--- config.mk ---
export PLATFORM = sky130hd
export DESIGN_NAME = bin2bcd_seq
export DESIGN_NICKNAME = d
export VERILOG_FILES = /design/src/rtl/bin2bcd_seq.sv
export SDC_FILE = /design/constraint.sdc
export NUM_CORES = 1
export LEC_CHECK = 0
export BUFFER_PORTS_ARGS = -buffer_cell sky130_fd_sc_hd__buf_4
export CAP_MARGIN = 20
export CORE_MARGIN = 2
export CORE_UTILIZATION = 57
export DETAILED_ROUTE_END_ITERATION = 10
export GPL_TIMING_DRIVEN = 1
export HOLD_SLACK_MARGIN = 0.08
export PLACE_DENSITY = 0.78
export REMOVE_ABC_BUFFERS = 1
export SETUP_SLACK_MARGIN = 0.2
export SYNTH_ARGS = -nofsm -noshare
export SYNTH_HDL_FRONTEND = slang
export SYNTH_HIERARCHICAL = 1
export SYNTH_SLANG_ARGS = --single-unit
--- constraint.sdc ---
create_clock -name clock -period 2.3 [get_ports clock]
set_input_delay 0.46 -clock clock [delete_from_list [all_inputs] [get_ports clock]]
set_output_delay 0.46 -clock clock [all_outputs]
set_load 0.05 [all_outputs]
--- src/rtl/bin2bcd_seq.sv ---
// Sequential binary-to-BCD converter: shift-and-add-3, one input bit per clock.
// Result and overflow flag are registered and only change on the done pulse.

module bin2bcd_add3 (
   input  logic [3:0] dig_i,
   output logic [3:0] dig_o
);
   // Per-digit pre-shift correction; 9+3 fits in 4 bits, so no carry out.
   assign dig_o = (dig_i >= 4'd5) ? dig_i + 4'd3 : dig_i;
endmodule

module bin2bcd_seq #(
   parameter int BIN_W  = 27,
   parameter int DIGITS = 8
) (
   input  logic                  clock,
   input  logic                  resetn,
   input  logic                  start,
   input  logic [BIN_W-1:0]      bin,
   output logic                  busy,
   output logic                  done,
   output logic [4*DIGITS-1:0]   bcd,
   output logic                  ovf
);
   localparam int CNT_W = $clog2(BIN_W + 1);
   localparam int CAT_W = 4*DIGITS + BIN_W;

   typedef enum logic [1:0] {S_IDLE, S_CONV, S_DONE} state_e;

   state_e                     state_q, state_d;
   logic [BIN_W-1:0]           sh_q, sh_d;
   logic [DIGITS-1:0][3:0]     work_q, work_d;
   logic [DIGITS-1:0][3:0]     work_adj;
   logic                       sticky_q, sticky_d;
   logic [CNT_W-1:0]           cnt_q, cnt_d;
   logic [DIGITS-1:0][3:0]     bcd_q, bcd_d;
   logic                       ovf_q, ovf_d;
   logic                       done_q, done_d;
   logic                       busy_q;
   logic [CAT_W-1:0]           cat;

   for (genvar g = 0; g < DIGITS; g++) begin : g_dig
      bin2bcd_add3 u_add3 (
         .dig_i (work_q[g]),
         .dig_o (work_adj[g])
      );
   end

   assign cat = {work_adj, sh_q} << 1;

   always_comb begin
      state_d  = state_q;
      sh_d     = sh_q;
      work_d   = work_q;
      sticky_d = sticky_q;
      cnt_d    = cnt_q;
      bcd_d    = bcd_q;
      ovf_d    = ovf_q;
      done_d   = 1'b0;
      unique case (state_q)
         S_IDLE: begin
            if (start) begin
               sh_d     = bin;
               work_d   = '0;
               sticky_d = 1'b0;
               cnt_d    = '0;
               state_d  = S_CONV;
            end
         end
         S_CONV: begin
            // Bit falling off the top digit means the value needs another digit.
            sticky_d = sticky_q | work_adj[DIGITS-1][3];
            work_d   = cat[CAT_W-1:BIN_W];
            sh_d     = cat[BIN_W-1:0];
            cnt_d    = cnt_q + 1'b1;
            if (cnt_q == CNT_W'(BIN_W - 1))
               state_d = S_DONE;
         end
         S_DONE: begin
            bcd_d   = sticky_q ? {DIGITS{4'h9}} : work_q;
            ovf_d   = sticky_q;
            done_d  = 1'b1;
            state_d = S_IDLE;
         end
         default: state_d = S_IDLE;
      endcase
   end

   always_ff @(posedge clock or negedge resetn) begin
      if (!resetn) begin
         state_q  <= S_IDLE;
         sh_q     <= '0;
         work_q   <= '0;
         sticky_q <= 1'b0;
         cnt_q    <= '0;
         bcd_q    <= '0;
         ovf_q    <= 1'b0;
         done_q   <= 1'b0;
         busy_q   <= 1'b0;
      end else begin
         state_q  <= state_d;
         sh_q     <= sh_d;
         work_q   <= work_d;
         sticky_q <= sticky_d;
         cnt_q    <= cnt_d;
         bcd_q    <= bcd_d;
         ovf_q    <= ovf_d;
         done_q   <= done_d;
         busy_q   <= (state_d != S_IDLE);
      end
   end

   assign busy = busy_q;
   assign done = done_q;
   assign bcd  = bcd_q;
   assign ovf  = ovf_q;

endmodule

==> impl_metrics.env, run 1 <==
export IMPL_ys_types=29
export IMPL_fin_ws_ns=0.640
export IMPL_die_h_um=97.8
export IMPL_fmax_mhz=602
export IMPL_syn_avg_cell_area_um2=8.85
export IMPL_worst_pin_slew_ns=0.604
export IMPL_synthCells=566
export IMPL_antenna_found_initial=0
export IMPL_fin_area_um2=5780
export IMPL_dieWidth_um=97.8
export IMPL_synth_adder_area_share_pct=4.49
export IMPL_seqPwrFrac_pct=42.9
export IMPL_drt_vias_per_instance=5.39
export IMPL_multiInputGateArea_um2=2230
export IMPL_wl_um=9920
export IMPL_gp_congestion=0.785
export IMPL_regToRegSetupSlack_ns=0.64
export IMPL_ff2ff_path_depth=4
export IMPL_clkLatencyLatePin_ns=0.35
export IMPL_vias=3964
export IMPL_synthMuxAreaShare_pct=2.02
export IMPL_seq_area_um2=2550
export IMPL_synth_xor_area_share_pct=1.57
export IMPL_dp_cells=720
export IMPL_numPortBuffers=64
export IMPL_h_tree_depth=3
export IMPL_drt_wirelength_per_cell_um=13.5
export IMPL_dieArea_um2=9560
export IMPL_worstHoldPathType="input pin to flop"
export IMPL_critPathCaptureType="flop"
export IMPL_grtUsageTotal_pct=22.0
export IMPL_clkTransAtPathRegs_ns=0.09
export IMPL_leakagePower_nw=2.73
export IMPL_ios=65
export IMPL_worstSetupPathType="flop to flop"
export IMPL_cts_max_path_buffers=2
export IMPL_total_power_mw=7.05
export IMPL_final_cells=736
export IMPL_place_area_um2=5610
export IMPL_n_antenna_cell=0
export IMPL_hold_depth=2
export IMPL_synth_simple_area_share_pct=19.2
export IMPL_final_util_pct=66.9
export IMPL_layout_drive_gt1_share_pct=16.7
export IMPL_slew_headroom_pct=59.7
export IMPL_sw_frac_of_total_pct=42.1
export IMPL_min_to="sh_q[0]$_DFFE_PN0P_"
export IMPL_fin_worst_skew_ns=0.00917
export IMPL_synth_compound_area_share_pct=17.0
export IMPL_finalSetupViolations=0
export IMPL_hold_viol_final=0
export IMPL_final_fill_count=710
export IMPL_power_frac_clock_pct=13.8
export IMPL_synth_ff_latch_count=102
export IMPL_status="complete, no violations"
export IMPL_finalMaxSlewViolations=0
export IMPL_fin_crit_sh_pct=72.2
export IMPL_grt_pass1_wl_um=17500
export IMPL_r2r_end="sh_q[21]$_DFFE_PN0P_"
export IMPL_dr_pass1_iters=4
export IMPL_hp_start="bin[0]"
export IMPL_combinationalPowerShare_pct=43.3
export IMPL_core_area_um2=8640
export IMPL_numCtsBuffers=9
export IMPL_layout_min_cycle_time_ns=1.66
export IMPL_ant_nets=0
export IMPL_ys_seq_area_share_pct=50.9
export IMPL_rsz0062_at_grt="false"
export IMPL_required_ns=2.57
export IMPL_nNetsFinal=672
export IMPL_gr_total_overflow=0
export IMPL_dpl_hpwl_um=6750
export IMPL_maxCapViolCount=0
export IMPL_p_int_mw=4.08
export IMPL_cts_tree="done"
export IMPL_areaGrowthSynthToFinish_pct=15.3
export IMPL_grt_max_degree=46
export IMPL_start_util_pct=58.0
export IMPL_p_sw_mw=2.97
export IMPL_synth_top_family_by_area="simple AND/OR/NAND/NOR gates"
export IMPL_dp_slack_ns=0.533
export IMPL_root_buffer="clkbuf_8"
export IMPL_netlist_area_um2=5010
export IMPL_start_kind="flop"
export IMPL_row_count=34
export IMPL_critPathArrivalTime_ns=1.93
export IMPL_drtIter0Drc=224
export IMPL_vdd_drop_max_mv=0.485
export IMPL_cts_sinks=102
export IMPL_rr_startpoint="state_q[0]$_DFF_PN0_"
export IMPL_synth_yosys_warnings=6
export IMPL_pwr_density_cell_nw_per_um2=1220
export IMPL_async_reset_ff_share_pct=100
export IMPL_synth_edf_count=0
export IMPL_grt_pass1_vias=3949
export IMPL_synth_ff_type="dfrtp_1"
export IMPL_drc_errors=0
export IMPL_path_max_fanout=17
power groups by stage:
stage          Combinational, mW  Clock, mW  Sequential, mW
2_1_floorplan               1.94          0            3.28
3_3_place_gp                2.91          0            3.02
3_5_place_dp                3.07          0            3.05
4_1_cts                     3.08       1.01            3.02
5_1_grt                     3.49       1.06            3.13
6_report                    3.05      0.970            3.03
worst max-delay path, stage by stage (launching register included):
cell and delay (ns):
dfrtp_1 0.46, nor2b_1 0.52, buf_4 0.33, a22oi_1 0.09
o21ai_0 0.17
layer usage:
layer	wire length, um	vias up	track usage (%)
li1	-	1984	-
met1	4610	1886	30.4
met2	4830	89	35.8
met3	430	5	3.87
met4	51	0	6.94
met5	0	-	0
timing repair:
action,in CTS,in global routing
hold buffers,1,0
setup buffers,0,0
endpoints found under the hold margin,30,0
gates resized for setup,0,0
cell usage in the layout (no fill, tap or decap), types with 9 or more instances in the layout:
| cell | instances |
|---|---|
| buf_4 | 77 |
| nand2_1 | 158 |
| dfrtp_1 | 102 |
| mux2i_1 | 9 |
| inv_1 | 19 |
| nor2_1 | 26 |
| nand2b_1 | 34 |
| ha_1 | 18 |
| clkbuf_8 | 9 |
| o21ai_1 | 35 |
| a22oi_1 | 26 |
| o21ai_0 | 75 |
worst max-delay path by stage:
stage | endpoint | cells past startpoint | from | slack, ns
after floorplan | cnt_q[3]$_DFFE_PN0P_ | 3 | state_q[0]$_DFF_PN0_ | -0.27
after global placement | sh_q[10]$_DFFE_PN0P_ | 5 | start | 0.61
after detailed placement | sh_q[25]$_DFFE_PN0P_ | 5 | start | 0.53
after CTS | sh_q[21]$_DFFE_PN0P_ | 4 | state_q[0]$_DFF_PN0_ | 0.62
after global routing | sh_q[21]$_DFFE_PN0P_ | 4 | state_q[0]$_DFF_PN0_ | 0.44
final | sh_q[21]$_DFFE_PN0P_ | 4 | state_q[0]$_DFF_PN0_ | 0.64
registers in the layout, summed over array words and instances, names as in the netlist:
| register | cells |
|---|---|
| state_q | 2 |
| sh_q | 27 |
| done | 1 |
| busy | 1 |
| bcd | 32 |
| cnt_q | 5 |
| work_q | 32 |
| ovf | 1 |
| sticky_q | 1 |
cell families after synthesis:
family | after synthesis
AO/OA/AOI/OAI | 149
XOR/XNOR | 9
adder cells (fa/ha/maj) | 18
buffers and inverters | 52
flip-flops | 102
multiplexers | 10
AND/OR/NAND/NOR | 226
cell usage after synthesis, drive strengths merged, types with 8 or more instances:
master	count	area, um2
nand2	158	593
o21ai	110	551
dfrtp	102	2550
nand2b	35	219
a22oi	26	195
nor2	26	97.6
buf	24	133
inv	19	71.3
ha	18	225
a21oi	9	75.1
clkbuf	9	36.3
mux2i	9	90.1
xnor2	8	70.1
final cells by class:
class	instances	share of cell area (%)
clock buffer	11	2.27
timing repair buffer	80	10.9
inverter	19	1.23
sequential	102	44.2
multi-input combinational	412	38.7
clock inverter	4	0.433
tap	108	2.34
stage by stage:
step | setup TNS, ns | hold WS [ns]
after floorplan | -2.53 | 0.164
after global placement | 0 | 0.460
after detailed placement | 0 | 0.471
after CTS | 0 | 0.315
after global routing | 0 | 0.315
final | 0 | 0.334
Note: power is estimated with default switching activity, not from simulation.
==> run 2, diff against run 1 <==
==> constraint.sdc (replaced) <==
create_clock -name clock -period 1.7 [get_ports clock]
set_input_delay 0.34 -clock clock [delete_from_list [all_inputs] [get_ports clock]]
set_output_delay 0.34 -clock clock [all_outputs]
set_load 0.05 [all_outputs]
==> run 2 against run 1 <==
Against the previous run: total power rose by 44%; via count up 2.0%; clock power increased by 53%; worst hold slack got worse by 0.13 ns; die area unchanged; core utilization increased by 2.8 points; clock-buffer cell count is the same; sequential cell count unchanged; sequential power increased by 36%; sequential share of layout area shrank 1.6 points; combinational power up 50%.
==> impl_metrics.env, run 2 (synthesized netlist as in run 1, its figures left out) <==
export IMPL_fmax_mhz=697
export IMPL_grt_pass1_vias=3981
export IMPL_nNetsFinal=682
export IMPL_drt_wirelength_per_cell_um=13.6
export IMPL_leakagePower_nw=2.81
export IMPL_worst_pin_slew_ns=0.314
export IMPL_wl_um=10200
export IMPL_dpl_hpwl_um=6760
export IMPL_clkLatencyLatePin_ns=0.37
export IMPL_gr_total_overflow=0
export IMPL_layout_min_cycle_time_ns=1.43
export IMPL_cts_tree="done"
export IMPL_fin_crit_sh_pct=84.4
export IMPL_root_buffer="clkbuf_8"
export IMPL_grt_max_degree=37
export IMPL_areaGrowthSynthToFinish_pct=20.1
export IMPL_dieArea_um2=9560
export IMPL_vdd_drop_max_mv=0.648
export IMPL_gp_congestion=0.833
export IMPL_sw_frac_of_total_pct=41.6
export IMPL_required_ns=2.00
export IMPL_p_sw_mw=4.23
export IMPL_antenna_found_initial=0
export IMPL_dieWidth_um=97.8
export IMPL_clkTransAtPathRegs_ns=0.09
export IMPL_core_area_um2=8640
export IMPL_numPortBuffers=64
export IMPL_grt_pass1_wl_um=17600
export IMPL_h_tree_depth=3
export IMPL_ant_nets=0
export IMPL_finalMaxSlewViolations=0
export IMPL_numCtsBuffers=9
export IMPL_power_frac_clock_pct=14.6
export IMPL_layout_drive_gt1_share_pct=22.2
export IMPL_start_util_pct=58.0
export IMPL_dr_pass1_iters=4
export IMPL_finalSetupViolations=0
export IMPL_status="complete, no violations"
export IMPL_critPathArrivalTime_ns=1.73
export IMPL_start_kind="flop"
export IMPL_rsz0062_at_grt="true"
export IMPL_final_cell_mix="nand2_1 (158), dfrtp_1 (96), buf_4 (84), o21ai_0 (75), o21ai_1 (35)"
export IMPL_hold_viol_final=0
export IMPL_seqPwrFrac_pct=40.4
export IMPL_worstSetupPathType="flop to flop"
export IMPL_slowest_stage="dfrtp_1"
export IMPL_row_count=34
export IMPL_cts_sinks=102
export IMPL_worstHoldPathType="input pin to flop"
export IMPL_cts_max_path_buffers=2
export IMPL_dp_slack_ns=0.250
export IMPL_pwr_density_cell_nw_per_um2=1690
export IMPL_path_max_fanout=4
export IMPL_drc_errors=0
export IMPL_grtUsageTotal_pct=22.0
export IMPL_path_cells="inv_1, ha_1, nand2b_4, a21oi_2, mux2i_1, nand2_1, o21ai_1"
export IMPL_vias=4043
export IMPL_p_int_mw=5.93
export IMPL_critPathCaptureType="flop"
export IMPL_drt_vias_per_instance=5.41
export IMPL_slew_headroom_pct=78.8
export IMPL_fin_worst_skew_ns=0.0175
export IMPL_critPathMaxStageDelay_ns=0.42
export IMPL_maxCapViolCount=0
export IMPL_combinationalPowerShare_pct=45.0
export IMPL_final_util_pct=69.7
export IMPL_drtIter0Drc=237
export IMPL_ios=65
export IMPL_layout_cells_most_common="nand2_1"
export IMPL_n_antenna_cell=0
export IMPL_fin_ws_ns=0.266
export IMPL_die_h_um=97.8
[run 2: cell type report]
cell class	instances	area, um2
Clock buffer	11	151
Clock inverter	5	41.3
Fill cell	670	2620
Inverter	19	71.3
Multi-Input combinational cell	412	2320
Sequential cell	102	2560
Tap cell	108	135
Timing Repair Buffer	90	741
[run 2: timing repair]
item	4_1_cts	5_1_grt
hold buffers	1	0
hold endpoints to repair	13	0
resized for setup	0	26
setup endpoints to repair	0	26
buffers inserted	0	7
[run 2: path summary, 6_finish.rpt]
path	start	endpoint	slack, ns	cells after the start
setup / recovery	work_q[29]$_DFFE_PN0P_	work_q[30]$_DFFE_PN0P_	0.27	7
hold / removal	bin[0]	sh_q[0]$_DFFE_PN0P_	0.21	2
setup reg to reg	work_q[29]$_DFFE_PN0P_	work_q[30]$_DFFE_PN0P_	0.27	7
hold reg to reg	bcd[6]$_DFFE_PN0P_	bcd[6]$_DFFE_PN0P_	0.49	2
max in group asynchronous	resetn	bcd[21]$_DFFE_PN0P_	0.79	3
min in group asynchronous	resetn	bcd[27]$_DFFE_PN0P_	0.36	2
[run 2: metal layers]
layer | vias to the layer above | global-route usage, % | routed length [um]
li1 | 2002 | - | -
met1 | 1930 | 28.3 | 4560
met2 | 104 | 37.3 | 5030
met3 | 7 | 3.58 | 488
met4 | 0 | 9.40 | 84
met5 | - | 0 | 0
[run 2: worst max-delay path: cells and delay by family, from the launching register on]
kind | cells | cell delay (ns)
buffers and inverters | 1 | 0.10
and+or+nand+nor | 2 | 0.21
DFF | 1 | 0.42
AOI/OAI and AO/OA | 2 | 0.25
adders and majority gates | 1 | 0.20
muxes | 1 | 0.19
[run 2: stage by stage]
step / total power [mW] / TNS (ns) / std cells / area, um2 / hold WS, ns
2_1_floorplan: 7.06 / -56.89 / 533 / 4840 / 0.0444
3_3_place_gp: 8.04 / 0 / 723 / 5670 / 0.218
3_5_place_dp: 8.31 / 0 / 723 / 5670 / 0.217
4_1_cts: 9.81 / 0 / 740 / 5870 / 0.192
5_1_grt: 11.0 / 0 / 747 / 6020 / 0.199
6_report: 10.2 / 0 / 747 / 6020 / 0.209
[run 2: power by group through the flow]
stage / logic [mW] / clock network [mW] / registers [mW]
after CTS: 4.24 / 1.52 / 4.06
final: 4.58 / 1.48 / 4.11
after global placement: 4.00 / 0 / 4.04
after floorplan: 2.62 / 0 / 4.44
after detailed placement: 4.22 / 0 / 4.10
after global routing: 5.19 / 1.59 / 4.22
==> run 3, diff against run 2 <==
--- a/config.mk
+++ b/config.mk
@@ -8,11 +8,11 @@
 export BUFFER_PORTS_ARGS = -buffer_cell sky130_fd_sc_hd__buf_4
 export CAP_MARGIN = 20
 export CORE_MARGIN = 2
-export CORE_UTILIZATION = 57
+export CORE_UTILIZATION = 52
 export DETAILED_ROUTE_END_ITERATION = 10
 export GPL_TIMING_DRIVEN = 1
 export HOLD_SLACK_MARGIN = 0.08
-export PLACE_DENSITY = 0.78
+export PLACE_DENSITY = 0.75
 export REMOVE_ABC_BUFFERS = 1
 export SETUP_SLACK_MARGIN = 0.2
 export SYNTH_ARGS = -nofsm -noshare
==> constraint.sdc (replaced) <==
create_clock -name clock -period 1.2 [get_ports clock]
set_input_delay 0.24 -clock clock [delete_from_list [all_inputs] [get_ports clock]]
set_output_delay 0.24 -clock clock [all_outputs]
set_load 0.05 [all_outputs]
==> run 3 against run 2 <==
Against the previous run: the flow now finishes with violations (setup timing); critical path depth shrank 1; non-clock buffer count grew 124; clock skew shrank 0.0055 ns; critical endpoint is now work_q[12]$_DFFE_PN0P_; highest routed layer unchanged.
==> impl_metrics.env, run 3 (synthesized netlist as in run 1, its figures left out) <==
export IMPL_fin_worst_skew_ns=0.0120
export IMPL_grtUsageTotal_pct=32.3
export IMPL_final_cell_mix="buf_4 (106), nand2_1 (97), dfrtp_1 (97), buf_6 (59), o21ai_1 (54)"
export IMPL_pwr_density_cell_nw_per_um2=2570
export IMPL_grt_pass1_vias=5097
export IMPL_status="finished, violations left"
export IMPL_rr_startpoint="work_q[8]$_DFFE_PN0P_"
export IMPL_critPathArrivalTime_ns=1.92
export IMPL_critPathCaptureType="flop"
export IMPL_grt_pass1_wl_um=25700
export IMPL_worstSetupPathType="flop to flop"
export IMPL_maxCapViolCount=0
export IMPL_required_ns=1.50
export IMPL_slowest_stage="dfrtp_1"
export IMPL_cts_max_path_buffers=2
export IMPL_nNetsFinal=808
export IMPL_finalMaxSlewViolations=0
export IMPL_critPathMaxStageDelay_ns=0.48
export IMPL_layout_cells_most_common="buf_4"
export IMPL_clkTransAtPathRegs_ns=0.11
export IMPL_failed_checks="setup timing"
export IMPL_dieArea_um2=10400
export IMPL_fmax_mhz=619
export IMPL_place_area_um2=5960
export IMPL_gr_total_overflow=0
export IMPL_layout_min_cycle_time_ns=1.62
export IMPL_finalSetupViolations=129
export IMPL_leakagePower_nw=4.03
export IMPL_dr_pass1_iters=6
export IMPL_antenna_found_initial=0
export IMPL_dieWidth_um=102
export IMPL_root_buffer="clkbuf_8"
export IMPL_vias=5884
export IMPL_ios=65
export IMPL_regToRegSetupSlack_ns=-0.42
export IMPL_path_cells="buf_4, o21ai_0, nand2_1, o21ai_1, nand2_1, o21ai_1"
export IMPL_wl_um=25000
export IMPL_hold_viol_final=0
export IMPL_ant_nets=0
export IMPL_start_kind="flop"
export IMPL_core_area_um2=9280
export IMPL_numPortBuffers=64
export IMPL_die_h_um=102
export IMPL_worstHoldPathType="input pin to flop"
export IMPL_drtIter0Drc=720
export IMPL_vdd_drop_max_mv=1.80
export IMPL_drc_errors=0
export IMPL_gp_congestion=0.868
export IMPL_clkLatencyLatePin_ns=0.39
export IMPL_fin_crit_sh_pct=135
export IMPL_fin_area_um2=8820
export IMPL_row_count=35
export IMPL_hp_start="bin[0]"
export IMPL_start_util_pct=54.0
export IMPL_drt_wirelength_per_cell_um=28.0
export IMPL_numCtsBuffers=9
export IMPL_n_antenna_cell=0
export IMPL_areaGrowthSynthToFinish_pct=76.1
export IMPL_fin_ws_ns=-0.416
export IMPL_worst_pin_slew_ns=0.447
export IMPL_drt_vias_per_instance=6.58
export IMPL_critical_path_startpoint="work_q[8]$_DFFE_PN0P_"
export IMPL_path_max_fanout=4
export IMPL_layout_drive_gt1_share_pct=57.4
export IMPL_rsz0062_at_grt="true"
export IMPL_final_util_pct=95.0
export IMPL_cts_tree="done"
export IMPL_cts_sinks=102
export IMPL_grt_max_degree=47
export IMPL_total_power_mw=22.7
export IMPL_dpl_hpwl_um=7310
export IMPL_slew_headroom_pct=69.9
export IMPL_h_tree_depth=3
==> run 3: cell types whose count changed in the layout (fill, tap and decap cells not counted), sizes merged <==
cell	before	now
clkinvlp	2	1
clkbuf	11	24
bufinv	0	1
inv	20	18
buf	89	202
nand2b	35	37
==> run 3: metrics by stage <==
step                cells  hold slack (ns)  setup TNS, ns  worst slack (ns)
global placement      776            0.123          -6.94            -0.160
floorplan             533          -0.0556        -107.89             -1.37
detailed placement    776            0.126          -8.55            -0.237
finish                894           0.0897         -23.17            -0.416
CTS                   850            0.111          -5.02            -0.122
global route          894           0.0953         -24.55            -0.444
==> run 3: repair_timing <==
action | in CTS | in global routing
hold endpoints to repair | 102 | 0
buffers inserted | 42 | 31
resized for setup | 190 | 229
endpoints found under the setup margin | 137 | 137
pin swaps | 28 | 80
hold buffers | 1 | 0
gates cloned | 15 | 13
==> run 3: path summary, 6_finish.rpt <==
| path | endpoint | cells past startpoint |
|---|---|---|
| hold / removal | sh_q[0]$_DFFE_PN0P_ | 2 |
| min in group asynchronous | work_q[27]$_DFFE_PN0P_ | 2 |
| setup reg to reg | work_q[12]$_DFFE_PN0P_ | 6 |
| max in group asynchronous | bcd[12]$_DFFE_PN0P_ | 3 |
| hold reg to reg | bcd[20]$_DFFE_PN0P_ | 2 |
| setup / recovery | work_q[12]$_DFFE_PN0P_ | 6 |
==> run 3: metal layers <==
metal / vias to the layer above / global-route usage (%) / part of all wire [%]
met5: - / 0 / 0
met4: 0 / 19.5 / 9.0
met3: 241 / 6.02 / 11
met2: 553 / 54.4 / 47
met1: 2813 / 38.4 / 33
li1: 2277 / - / -
==> run 3: worst max-delay path: cells and delay by family, from the launching register on <==
family | cells | cell delay (ns)
buffers and inverters | 1 | 0.19
AO/OA/AOI/OAI | 3 | 0.63
AND/OR/NAND/NOR | 2 | 0.24
flip-flops | 1 | 0.48
==> run 3: power breakdown <==
group	leakage (nW)	internal, mW	switching, mW	total (mW)
registers	1.32	4.61	1.72	6.33
clock network	0.0996	1.08	1.35	2.43
logic	2.61	6.50	7.43	13.9
total	4.03	12.2	10.5	22.7
==> run 3: area by class of cell <==
type / count / area [um2]
multi-input combinational: 414 / 3270
sequential: 102 / 2560
timing repair buffer: 214 / 2560
fill: 220 / 460
tap: 129 / 161
clock buffer: 13 / 159
inverter: 19 / 76.3
clock inverter: 3 / 42.5
